## config.mk

```make
export PLATFORM = sky130hd
export DESIGN_NAME = signed_bcd_converter
export DESIGN_NICKNAME = d
export VERILOG_FILES = /design/src/rtl/signed_bcd_converter.sv
export SDC_FILE = /design/constraint.sdc
export NUM_CORES = 1
export LEC_CHECK = 0
export CAP_MARGIN = 25
export CORE_MARGIN = 10
export CORE_UTILIZATION = 50
export DETAILED_ROUTE_END_ITERATION = 12
export PLACE_DENSITY = 0.76
export SKIP_LAST_GASP = 1
export SYNTH_ARGS = -nofsm -noshare
export SYNTH_HDL_FRONTEND = slang
export SYNTH_SLANG_ARGS = --single-unit
export TNS_END_PERCENT = 20
```

## constraint.sdc

```tcl
create_clock -name clk -period 2.2 [get_ports clk]
set_clock_uncertainty 0.1 [all_clocks]
set_input_delay 0.33 -clock clk [delete_from_list [all_inputs] [get_ports clk]]
set_output_delay 0.33 -clock clk [all_outputs]
set_load 0.02 [all_outputs]
```

## src/rtl/signed_bcd_converter.sv

```systemverilog
// Iterative binary-to-BCD converter (double-dabble) with sign handling.
// Accepts one word at a time over valid/ready and returns sign + packed BCD magnitude.
module signed_bcd_converter #(
  parameter int unsigned WIDTH  = 16,
  parameter int unsigned DIGITS = 5
) (
  input  logic                  clk,
  input  logic                  rst_n,
  input  logic                  in_valid,
  output logic                  in_ready,
  input  logic [WIDTH-1:0]      in_data,
  input  logic                  in_signed,
  output logic                  out_valid,
  input  logic                  out_ready,
  output logic                  out_neg,
  output logic [4*DIGITS-1:0]   out_bcd
);

  // True when DIGITS decimal digits can represent every value up to 2^WIDTH.
  function automatic bit digits_fit();
    logic [127:0] p;
    logic [127:0] lim;
    p   = 128'd1;
    lim = 128'd1 << WIDTH;
    for (int unsigned i = 0; i < DIGITS; i++) begin
      if (p <= lim) p = p * 128'd10;
    end
    return p > lim;
  endfunction

  localparam bit Fits = digits_fit();

  if (WIDTH < 2 || !Fits) begin : g_param_check
    $error("signed_bcd_converter: need WIDTH >= 2 and 10^DIGITS > 2^WIDTH");
  end

  localparam int unsigned CW = $clog2(WIDTH + 1);

  typedef enum logic [1:0] {StIdle, StAbs, StShift, StDone} state_e;

  state_e                state_q, state_d;
  logic [WIDTH-1:0]      mag_q, mag_d;
  logic                  sgn_q, sgn_d;
  logic                  neg_q, neg_d;
  logic [4*DIGITS-1:0]   bcd_q, bcd_d;
  logic [CW-1:0]         cnt_q, cnt_d;
  logic [4*DIGITS-1:0]   res_bcd_q, res_bcd_d;
  logic                  res_neg_q, res_neg_d;

  logic [4*DIGITS-1:0]   bcd_adj;
  logic [4*DIGITS-1:0]   bcd_shift;
  logic [WIDTH-1:0]      mag_shift;

  // Add 3 to every digit >= 5 so the following shift carries correctly into the next digit.
  always_comb begin
    bcd_adj = bcd_q;
    for (int i = 0; i < int'(DIGITS); i++) begin
      if (bcd_q[4*i +: 4] >= 4'd5) bcd_adj[4*i +: 4] = bcd_q[4*i +: 4] + 4'd3;
    end
    bcd_shift = {bcd_adj[4*DIGITS-2:0], mag_q[WIDTH-1]};
    mag_shift = {mag_q[WIDTH-2:0], 1'b0};
  end

  always_comb begin
    state_d   = state_q;
    mag_d     = mag_q;
    sgn_d     = sgn_q;
    neg_d     = neg_q;
    bcd_d     = bcd_q;
    cnt_d     = cnt_q;
    res_bcd_d = res_bcd_q;
    res_neg_d = res_neg_q;
    unique case (state_q)
      StIdle: begin
        if (in_valid) begin
          mag_d   = in_data;
          sgn_d   = in_signed;
          state_d = StAbs;
        end
      end
      StAbs: begin
        neg_d   = sgn_q & mag_q[WIDTH-1];
        mag_d   = neg_d ? (~mag_q + 1'b1) : mag_q;
        bcd_d   = '0;
        cnt_d   = '0;
        state_d = StShift;
      end
      StShift: begin
        bcd_d = bcd_shift;
        mag_d = mag_shift;
        cnt_d = cnt_q + 1'b1;
        if (cnt_q == CW'(WIDTH - 1)) begin
          res_bcd_d = bcd_shift;
          // A zero magnitude is never reported as negative.
          res_neg_d = neg_q & (|bcd_shift);
          state_d   = StDone;
        end
      end
      StDone: begin
        if (out_ready) state_d = StIdle;
      end
      default: state_d = StIdle;
    endcase
  end

  always_ff @(posedge clk or negedge rst_n) begin
    if (!rst_n) begin
      state_q   <= StIdle;
      mag_q     <= '0;
      sgn_q     <= 1'b0;
      neg_q     <= 1'b0;
      bcd_q     <= '0;
      cnt_q     <= '0;
      res_bcd_q <= '0;
      res_neg_q <= 1'b0;
    end else begin
      state_q   <= state_d;
      mag_q     <= mag_d;
      sgn_q     <= sgn_d;
      neg_q     <= neg_d;
      bcd_q     <= bcd_d;
      cnt_q     <= cnt_d;
      res_bcd_q <= res_bcd_d;
      res_neg_q <= res_neg_d;
    end
  end

  assign in_ready  = (state_q == StIdle);
  assign out_valid = (state_q == StDone);
  assign out_neg   = res_neg_q;
  assign out_bcd   = res_bcd_q;

endmodule

```

==> results of run 1 <==
==> state kept, by name, summed over array words and instances (netlist names) <==
signal / count
bcd_q: 20
state_q: 2
out_neg: 1
neg_q: 1
sgn_q: 1
cnt_q: 5
out_bcd: 20
mag_q: 16
==> how the worst max path moves through the flow <==
stage / cells past startpoint / slack, ps / start / end
2_1_floorplan: 6 / 90 / mag_q[7] / mag_q[13]
3_3_place_gp: 5 / 160 / mag_q[8] / mag_q[13]
3_5_place_dp: 5 / 90 / mag_q[8] / mag_q[13]
4_1_cts: 3 / 70 / state_q[0] / in_ready
5_1_grt: 5 / -20 / mag_q[8] / mag_q[13]
6_report: 3 / 90 / state_q[0] / in_ready
==> cell type report <==
class	instances	share of cell area (%)
Clock buffer	12	3.35
Sequential cell	66	38.1
Timing Repair Buffer	58	13.6
Multi-Input combinational cell	271	39.1
Inverter	24	2.08
Tap cell	96	2.77
Clock inverter	3	0.925
==> worst max-delay path: cells and delay by family (launching register included) <==
kind | cells | cell delay (ps)
adder cells (fa/ha/maj) | 1 | 210
buffers and inverters | 2 | 720
flip-flops | 1 | 420
==> placed cells by master, fill, tap and decap left out, types with 4 or more instances in the layout <==
master	n
clkbuf_8	10
o2bb2ai_1	5
clkdlybuf4s50_1	42
nand2_1	38
buf_4	10
dfrtp_1	66
nand3_1	7
o22ai_1	11
buf_12	4
ha_1	17
a21oi_1	11
o21ai_0	65
nor2_1	16
and3_1	13
mux2_2	11
a211oi_1	4
a221oi_1	9
inv_1	24
nor3_1	22
xnor2_1	5
nand2b_1	6
nor4_1	5
==> what timing repair did <==
action                                  in CTS  in global routing
hold buffers                                 1                  0
resized for setup                            0                  1
hold endpoints to repair                    66                  0
endpoints found under the setup margin       0                  2
==> per-stage QoR <==
| stage | hold WS [ps] | setup slack, ps | instances |
|---|---|---|---|
| after floorplan | -65.6 | 92.9 | 380 |
| after global placement | 272 | 159 | 514 |
| after detailed placement | 277 | 86.9 | 514 |
| after CTS | 384 | 65.2 | 530 |
| after global routing | 415 | -22.7 | 530 |
| final | 375 | 86.3 | 530 |
==> metal layers <==
layer | part of all wire (%) | wire length, um | track usage [%] | up-vias
li1 | - | - | - | 1466
met1 | 46 | 3660 | 19.0 | 1421
met2 | 48 | 3790 | 23.2 | 59
met3 | 4.6 | 366 | 3.72 | 13
met4 | 1.6 | 126 | 5.57 | 0
met5 | 0 | 0 | 0 | -
==> cells by family (layout without fill, tap and decap cells) <==
logic type,after synthesis,in the layout
buf+inv,43,97
simple gates,120,120
flops,66,66
fa+ha+maj,17,17
mux,14,14
xor+xnor,5,5
compound gates,115,115
==> report_power, final <==
| group | switching (mW) | internal [mW] | leakage, nW | total (mW) |
|---|---|---|---|---|
| logic | 1.25 | 0.893 | 0.864 | 2.15 |
| clock network | 0.443 | 0.546 | 0.0962 | 0.989 |
| registers | 0.203 | 1.42 | 0.894 | 1.63 |
| total | 1.90 | 2.86 | 1.85 | 4.76 |
==> impl_metrics.csv, run 1 <==
group,metric,value,unit
setup_path,cp_max_fo,4,
setup_path,worstReg2RegStart,"mag_q[8]",
place,hpwl,5680,um
sta,relSlewSlack,62.3,%
cells_and_area,fillers,571,
drt,firstDrtPassIters,4,
setup_path,criticalPathCategory,"reg -> out",
clock_network,cts.clk_slew.worst_paths,70,ps
setup_path,worst-r2r-cell-count,5,
logic_synthesis,synthAdderAreaFrac,6.06,%
setup_path,crit_chain,"inv_1, ha_1, clkdlybuf4s50_1",
clock_network,cts_buffer_depth,2,
drt,wl_per_cell,15.0,um
setup_path,reg2reg_slack,90,ps
logic_synthesis,synthTopCellsByCount,"66 x dfrtp_1, 65 x o21ai_0, 38 x nand2_1",
cells_and_area,final_util,63.7,%
global_route,grt_max_degree,67,
logic_synthesis,synthMuxAreaShare,4.39,%
worst_hold_path,whs_endpoint,"out_bcd[3]",
sta,tns,0,ps
floorplanning,dieArea,10800,um2
setup_path,reg2reg_to,"mag_q[13]",
setup_path,crit_path_end_kind,"primary output",
global_route,grt_pass1_vias,2906,
place,gp_congestion,0.802,
worst_hold_path,holdPathStages,2,
clock_network,clock_latency,340,ps
logic_synthesis,yosysUniqueCellTypes,33,
floorplanning,die_h,104,um
clock_network,clock_sinks,66,
logic_synthesis,synth_top_area_share,47.1,%
sta,period_needed,2110,ps
floorplanning,ios,44,
logic_synthesis,synth_xor_area_share,1.25,%
logic_synthesis,synthesis.area,3510,um2
setup_path,start_kind,"flop",
global_route,grt_pass1_wl,13600,um
sta,slew_violations,0,
logic_synthesis,async_flop_share,100,%
pwr,p_leak,1.85,nW
pwr,peakVddDrop,0.944,mV
logic_synthesis,synth_top_family_by_area,"compound AO/OA/AOI/OAI gates",
drt,drt-initial-drc-count,206,
logic_synthesis,yosys.area_share.simple,16.9,%
setup_path,slowest_delay,630,ps
clock_network,cts_tree,"built",
logic_synthesis,synth_seq_cells,66,
clock_network,cts_made_buffers,9,
place,place_area,4130,um2
logic_synthesis,syn-mean-instance-area,9.23,um2
cells_and_area,seq_area,1650,um2
floorplanning,core,6790,um2
outcome,status,"finished clean",
worst_hold_path,hp-start,"out_bcd[3]",
logic_synthesis,synth_nets,418,
cells_and_area,area_delta_synth_final,23.4,%
cells_and_area,multi_input_area,1690,um2
logic_synthesis,synth_compound_area_share,19.5,%
setup_path,cp_slowest_cell,"clkdlybuf4s50_1",
floorplanning,start_util,51.6,%
floorplanning,row_count,30,
worst_hold_path,hold_path.class,"reg -> reg",
logic_synthesis,ys_warn_count,0,
logic_synthesis,synth-edff-count,0,
pwr,p_per_area,1100,nW/um2
pwr,total_power,4.76,mW
drt,drc,0,
logic_synthesis,synth_cells,380,
drt,ant_nets,0,
clock_network,cts_setup_buffers,0,
logic_synthesis,synthFlopType,"dfrtp_1",
cells_and_area,stdcell_area,4330,um2
logic_synthesis,yosys-top-cells-area,"dfrtp_1 47%, o21ai_0 9.3%, ha_1 6.1%",
drt,detail_route.wirelength,7940,um
cells_and_area,drive_gt1_share,9.91,%
sta,tightest_slew,564,ps
sta,hold_viol,0,
clock_network,htree_num_levels,3,
logic_synthesis,synth_top_cell_by_area,"dfrtp_1",
global_route,grt_usage,14.7,%
floorplanning,dieWidth,104,um
drt,route.vias.total,2959,
sta,fmax,0.473,GHz
job,maxCapViolations,0,
logic_synthesis,ys_seq_area_share,47.1,%
global_route,antenna_found_initial,0,
logic_synthesis,yosysMostFrequentCell,"dfrtp_1",
sta,post-route-period-util,96.1,%
sta,rsz0062_at_grt,"true",
clock_network,clock-root-buffer,"clkbuf_8",
sta,setup_viol,0,
global_route,gr-total-overflow,0,
place,io_buffers,43,
setup_path,critPathArrivalTime,1680,ps
drt,viasPerCell,5.58,
cells_and_area,layout.nets,468,
setup_path,cp.required,1770,ps
cells_and_area,antennaDiodeCount,0,
(Power assumes the default switching activity.)
==> inputs of run 2 (changes only) <==
--- a/config.mk
+++ b/config.mk
@@ -10,6 +10,7 @@
 export CORE_UTILIZATION = 50
 export DETAILED_ROUTE_END_ITERATION = 12
 export PLACE_DENSITY = 0.76
+export SETUP_SLACK_MARGIN = 0.2
 export SKIP_LAST_GASP = 1
 export SYNTH_ARGS = -nofsm -noshare
 export SYNTH_HDL_FRONTEND = slang
==> run 2 against run 1 <==
Sequential power barely moved. Final cell count rose by 0.57%. Highest routed layer unchanged. Count of clock-buffer cells in the layout fell by 2. Critical endpoint is now mag_q[13]. First-iteration DRC count rose by 7.3%. Global-route usage rose by 0.38 points. Final area rose by 2.4%. Worst setup slack improved by 19 ps.
==> impl_metrics.csv, run 2 (synthesis results as in run 1) <==
group,metric,value,unit
place,place_area,4130,um2
setup_path,reg2reg_to,"mag_q[13]",
place,hpwl,5840,um
setup_path,cp_max_fo,5,
drt,detail_route.wirelength,8330,um
setup_path,worst-r2r-cell-count,5,
outcome,status,"finished clean",
drt,drc,0,
cells_and_area,area_delta_synth_final,26.4,%
setup_path,reg2reg_slack,110,ps
drt,ant_nets,0,
global_route,top_usage_layer,"met2",
sta,relSlewSlack,70.0,%
setup_path,start_kind,"flop",
setup_path,criticalPathCategory,"reg -> reg",
pwr,peakVddDrop,1.07,mV
place,io_buffers,43,
global_route,grt_use_met2,23.7,%
job,maxCapViolations,0,
pwr,p_per_area,1100,nW/um2
setup_path,critPathArrivalTime,2230,ps
sta,fmax,0.477,GHz
sta,setup_viol,0,
setup_path,cp.required,2330,ps
cells_and_area,stdcell_area,4430,um2
clock_network,clock-root-buffer,"clkbuf_8",
setup_path,startpoint,"mag_q[8]",
global_route,grt_pass1_vias,2965,
clock_network,cts_buffer_depth,2,
drt,viasPerCell,5.58,
setup_path,cp-endpoint,"mag_q[13]",
drt,drt-initial-drc-count,221,
setup_path,worstReg2RegStart,"mag_q[8]",
drt,route.vias.total,2973,
sta,hold_viol,0,
floorplanning,start_util,51.6,%
floorplanning,dieWidth,104,um
global_route,grt_pass1_wl,14000,um
sta,rsz0062_at_grt,"true",
drt,firstDrtPassIters,5,
cells_and_area,drive_gt1_share,14.9,%
global_route,grt_usage,15.1,%
sta,slew_violations,0,
setup_path,crit_path_end_kind,"flop",
clock_network,cts.clk_slew.worst_paths,70,ps
clock_network,cts_made_buffers,9,
sta,tns,0,ps
drt,wl_per_cell,15.6,um
pwr,p_leak,1.88,nW
cells_and_area,layout.nets,471,
floorplanning,core,6790,um2
global_route,gr-usage-met3,3.59,%
floorplanning,row_count,30,
cells_and_area,layout_common_cells,"66 x dfrtp_1, 65 x o21ai_0, 41 x clkdlybuf4s50_1",
clock_network,clock_latency,350,ps
floorplanning,ios,44,
clock_network,clock_sinks,66,
floorplanning,dieArea,10800,um2
global_route,antenna_found_initial,0,
global_route,gr-total-overflow,0,
sta,tightest_slew,450,ps
cells_and_area,final_common_cell,"dfrtp_1",
clock_network,cts_tree,"built",
sta,period_needed,2090,ps
floorplanning,die_h,104,um
clock_network,htree_num_levels,3,
place,gp_congestion,0.801,
place,dpl.cell_count,514,
worst_hold_path,hold_path.class,"reg -> reg",
sta,post-route-period-util,95.2,%
global_route,use_met1,19.4,%
global_route,grt_max_degree,67,
cells_and_area,antennaDiodeCount,0,
cells_and_area,instances_no_fill,533,
==> run 2: cell types whose count changed in the layout (fill, tap and decap cells not counted), sizes merged <==
cell           delta
buf               +3
clkbuf            -2
clkdlybuf4s50     -1
clkinvlp          +2
dlygate4sd2       +1
==> run 2: area by class of cell <==
| cell class | instances | area, um2 |
|---|---|---|
| Fill cell | 573 | 2360 |
| Multi-Input combinational cell | 271 | 1770 |
| Sequential cell | 66 | 1650 |
| Timing Repair Buffer | 61 | 612 |
| Clock buffer | 10 | 138 |
| Tap cell | 96 | 120 |
| Inverter | 24 | 90.1 |
| Clock inverter | 5 | 55.1 |
==> run 2: where the power goes <==
part           internal (mW)  total [mW]  switching, mW
combinational          0.913        2.21           1.29
clock                  0.544        1.02          0.479
sequential              1.42        1.63          0.207
total                   2.88        4.86           1.98
==> run 2: what timing repair did <==
action	in CTS	in global routing
resized for setup	1	21
pin swaps	0	3
hold buffers	1	0
setup endpoints to repair	5	39
buffers inserted	0	3
hold endpoints to repair	66	0
==> run 2: per-stage QoR <==
stage          worst slack, ps  utilization, %  hold slack, ps  power [mW]
6_report                   105            65.3             377        4.86
5_1_grt                   67.3            65.3             413        5.19
4_1_cts                    126            63.8             384        4.79
3_5_place_dp               118            60.8             276        3.78
3_3_place_gp               159            60.8             271        3.71
2_1_floorplan             92.9               -           -65.6        3.02
==> run 2: per-layer routing <==
| layer | vias up | share of wire (%) |
|---|---|---|
| met4 | 0 | 1.9 |
| met5 | - | 0 |
| met2 | 75 | 48 |
| li1 | 1478 | - |
| met3 | 17 | 5.6 |
| met1 | 1403 | 44 |
==> run 2: worst min-delay path by stage <==
stage,startpoint,end,slack (ps),cells past startpoint
global placement,rst_n,out_bcd[14],270,2
detailed placement,rst_n,out_bcd[15],280,2
finish,out_bcd[3],out_bcd[3],380,2
CTS,out_bcd[9],out_bcd[9],380,2
floorplan,rst_n,bcd_q[0],-70,0
global route,out_bcd[9],out_bcd[9],410,2
==> run 2: worst max-delay path, cell delays in order, from the launching register on <==
cell      delay, ps
dfrtp_1         380
or3_4           410
or3_4           360
or3_4           350
a222oi_1        300
o21ai_1          90
==> inputs of run 3 (changes only) <==
--- a/config.mk
+++ b/config.mk
@@ -7,9 +7,10 @@
 export LEC_CHECK = 0
 export CAP_MARGIN = 25
 export CORE_MARGIN = 10
-export CORE_UTILIZATION = 50
+export CORE_UTILIZATION = 57
 export DETAILED_ROUTE_END_ITERATION = 12
-export PLACE_DENSITY = 0.76
+export DONT_BUFFER_PORTS = 1
+export PLACE_DENSITY = 0.75
 export SETUP_SLACK_MARGIN = 0.2
 export SKIP_LAST_GASP = 1
 export SYNTH_ARGS = -nofsm -noshare
==> run 3 against run 2 <==
Die area fell by 10%. Sequential cell count unchanged. Register-to-register slack improved by 40 ps. Worst setup slack improved by 39 ps. Sequential share of layout area increased by 4.9 points. Core utilization grew 0.59 points. Sequential power is essentially flat. Via count fell by 4.4%. First-iteration DRC count down 42%. Global-route usage is 1.9 points higher. Clock power about the same. Highest routed layer unchanged.
==> impl_metrics.csv, run 3 (synthesis results as in run 1) <==
group,metric,value,unit
outcome,status,"finished clean",
drt,drt-initial-drc-count,128,
cells_and_area,layout.nets,428,
drt,route.vias.total,2843,
setup_path,crit_path_end_kind,"flop",
setup_path,worstReg2RegStart,"mag_q[8]",
setup_path,critPathArrivalTime,2180,ps
setup_path,criticalPathCategory,"reg -> reg",
sta,tns,0,ps
sta,hold_viol,0,
floorplanning,ios,44,
setup_path,cp_slowest_cell,"dfrtp_1",
clock_network,cts.clk_slew.worst_paths,70,ps
setup_path,cp.required,2320,ps
sta,slew_violations,0,
clock_network,htree_num_levels,3,
place,io_buffers,0,
floorplanning,row_count,28,
clock_network,cts_tree,"built",
cells_and_area,layout_common_cells,"66 x dfrtp_1, 65 x o21ai_0, 38 x nand2_1",
cells_and_area,area_delta_synth_final,11.8,%
setup_path,cp_max_fo,4,
drt,firstDrtPassIters,5,
pwr,p_leak,1.70,nW
setup_path,crit_chain,"or3_4, or3_4, or3_4, a222oi_1, o21ai_1",
cells_and_area,fillers,475,
floorplanning,dieArea,9690,um2
sta,rsz0062_at_grt,"true",
sta,tightest_slew,420,ps
pwr,p_int,2.79,mW
place,hpwl,5690,um
worst_hold_path,hold_path.class,"in -> reg",
global_route,grt_pass1_wl,13800,um
sta,period_needed,2060,ps
clock_network,clock-root-buffer,"clkbuf_8",
clock_network,clock_sinks,66,
cells_and_area,final_common_cell,"dfrtp_1",
global_route,antenna_found_initial,0,
sta,fmax,0.486,GHz
pwr,p_sw,1.93,mW
floorplanning,die_h,98.5,um
setup_path,slowest_delay,380,ps
sta,setup_viol,0,
clock_network,cts_made_buffers,9,
floorplanning,start_util,58.9,%
drt,viasPerCell,6.05,
place,dpl.cell_count,451,
pwr,p_seq_share,34.8,%
floorplanning,core,5960,um2
global_route,gr-total-overflow,0,
cells_and_area,drive_gt1_share,13.4,%
drt,ant_nets,0,
sta,post-route-period-util,93.5,%
drt,detail_route.wirelength,8120,um
global_route,grt_max_degree,67,
pwr,switching_share,40.9,%
place,gp_congestion,0.845,
floorplanning,dieWidth,98.5,um
place,place_ws,100,ps
pwr,peakVddDrop,1.00,mV
clock_network,clock_latency,350,ps
sta,setup_slack,144,ps
global_route,grt_pass1_vias,2860,
setup_path,crit_family,"simple AND/OR/NAND/NOR gates",
cells_and_area,antennaDiodeCount,0,
sta,relSlewSlack,72.0,%
setup_path,startpoint,"mag_q[8]",
cells_and_area,instances_no_fill,470,
drt,wl_per_cell,17.3,um
pwr,clkPwrFrac,22.3,%
pwr,combinationalPowerShare,42.9,%
drt,drc,0,
cells_and_area,stdcell_area,3920,um2
clock_network,cts_buffer_depth,2,
setup_path,path_buf_inv,0,
cells_and_area,final_util,65.9,%
setup_path,start_kind,"flop",
place,place_area,3640,um2
setup_path,path_common_cell,"or3_4",
worst_hold_path,hp-start,"in_signed",
job,maxCapViolations,0,
global_route,grt_usage,17.0,%
pwr,p_per_area,1200,nW/um2
-- run 3: path summary, 6_finish.rpt --
kind	to	slack [ps]	cells after the start
setup / recovery	mag_q[13]	140	5
hold / removal	sgn_q	40	1
setup reg to reg	mag_q[13]	140	5
hold reg to reg	cnt_q[0]	410	1
max in group asynchronous	mag_q[4]	1280	2
min in group asynchronous	bcd_q[11]	430	2
-- run 3: repair_timing --
item	4_1_cts	5_1_grt
endpoints found under the setup margin	15	17
cloned	0	0
gates resized for setup	2	7
setup buffers	1	0
hold buffers	2	0
endpoints found under the hold margin	66	0
-- run 3: layout make-up --
class,instances,area [um2],share of cell area [%]
multi-input combinational,271,1720,44.0
sequential,66,1650,42.1
timing repair buffer,18,158,4.02
clock buffer,12,155,3.96
tap,75,93.8,2.39
inverter,24,90.1,2.30
clock inverter,4,50.0,1.28
-- run 3: stage by stage --
stage	hold slack (ps)	total power, mW
floorplan	-65.6	3.02
global placement	-63.5	3.51
detailed placement	-63.3	3.56
CTS	22.5	4.67
global route	26.9	5.08
finish	39.7	4.73
-- run 3: worst register-to-register path: stages (launching register included) --
cell      delay (ps)
dfrtp_1          380
or3_4            380
or3_4            360
or3_4            350
a222oi_1         280
o21ai_1           90
-- run 3: power groups by stage --
stage / logic, mW / clock network, mW / registers (mW)
2_1_floorplan: 1.42 / 0 / 1.60
3_3_place_gp: 1.87 / 0 / 1.63
3_5_place_dp: 1.92 / 0 / 1.64
4_1_cts: 1.98 / 1.07 / 1.62
5_1_grt: 2.29 / 1.12 / 1.67
6_report: 2.03 / 1.05 / 1.65
-- run 3: metal layers --
metal	part of all wire, %	track usage, %	vias up
li1	-	-	1392
met1	44	20.5	1366
met2	48	27.0	72
met3	5.7	5.17	13
met4	2.2	8.71	0
met5	0	0	-
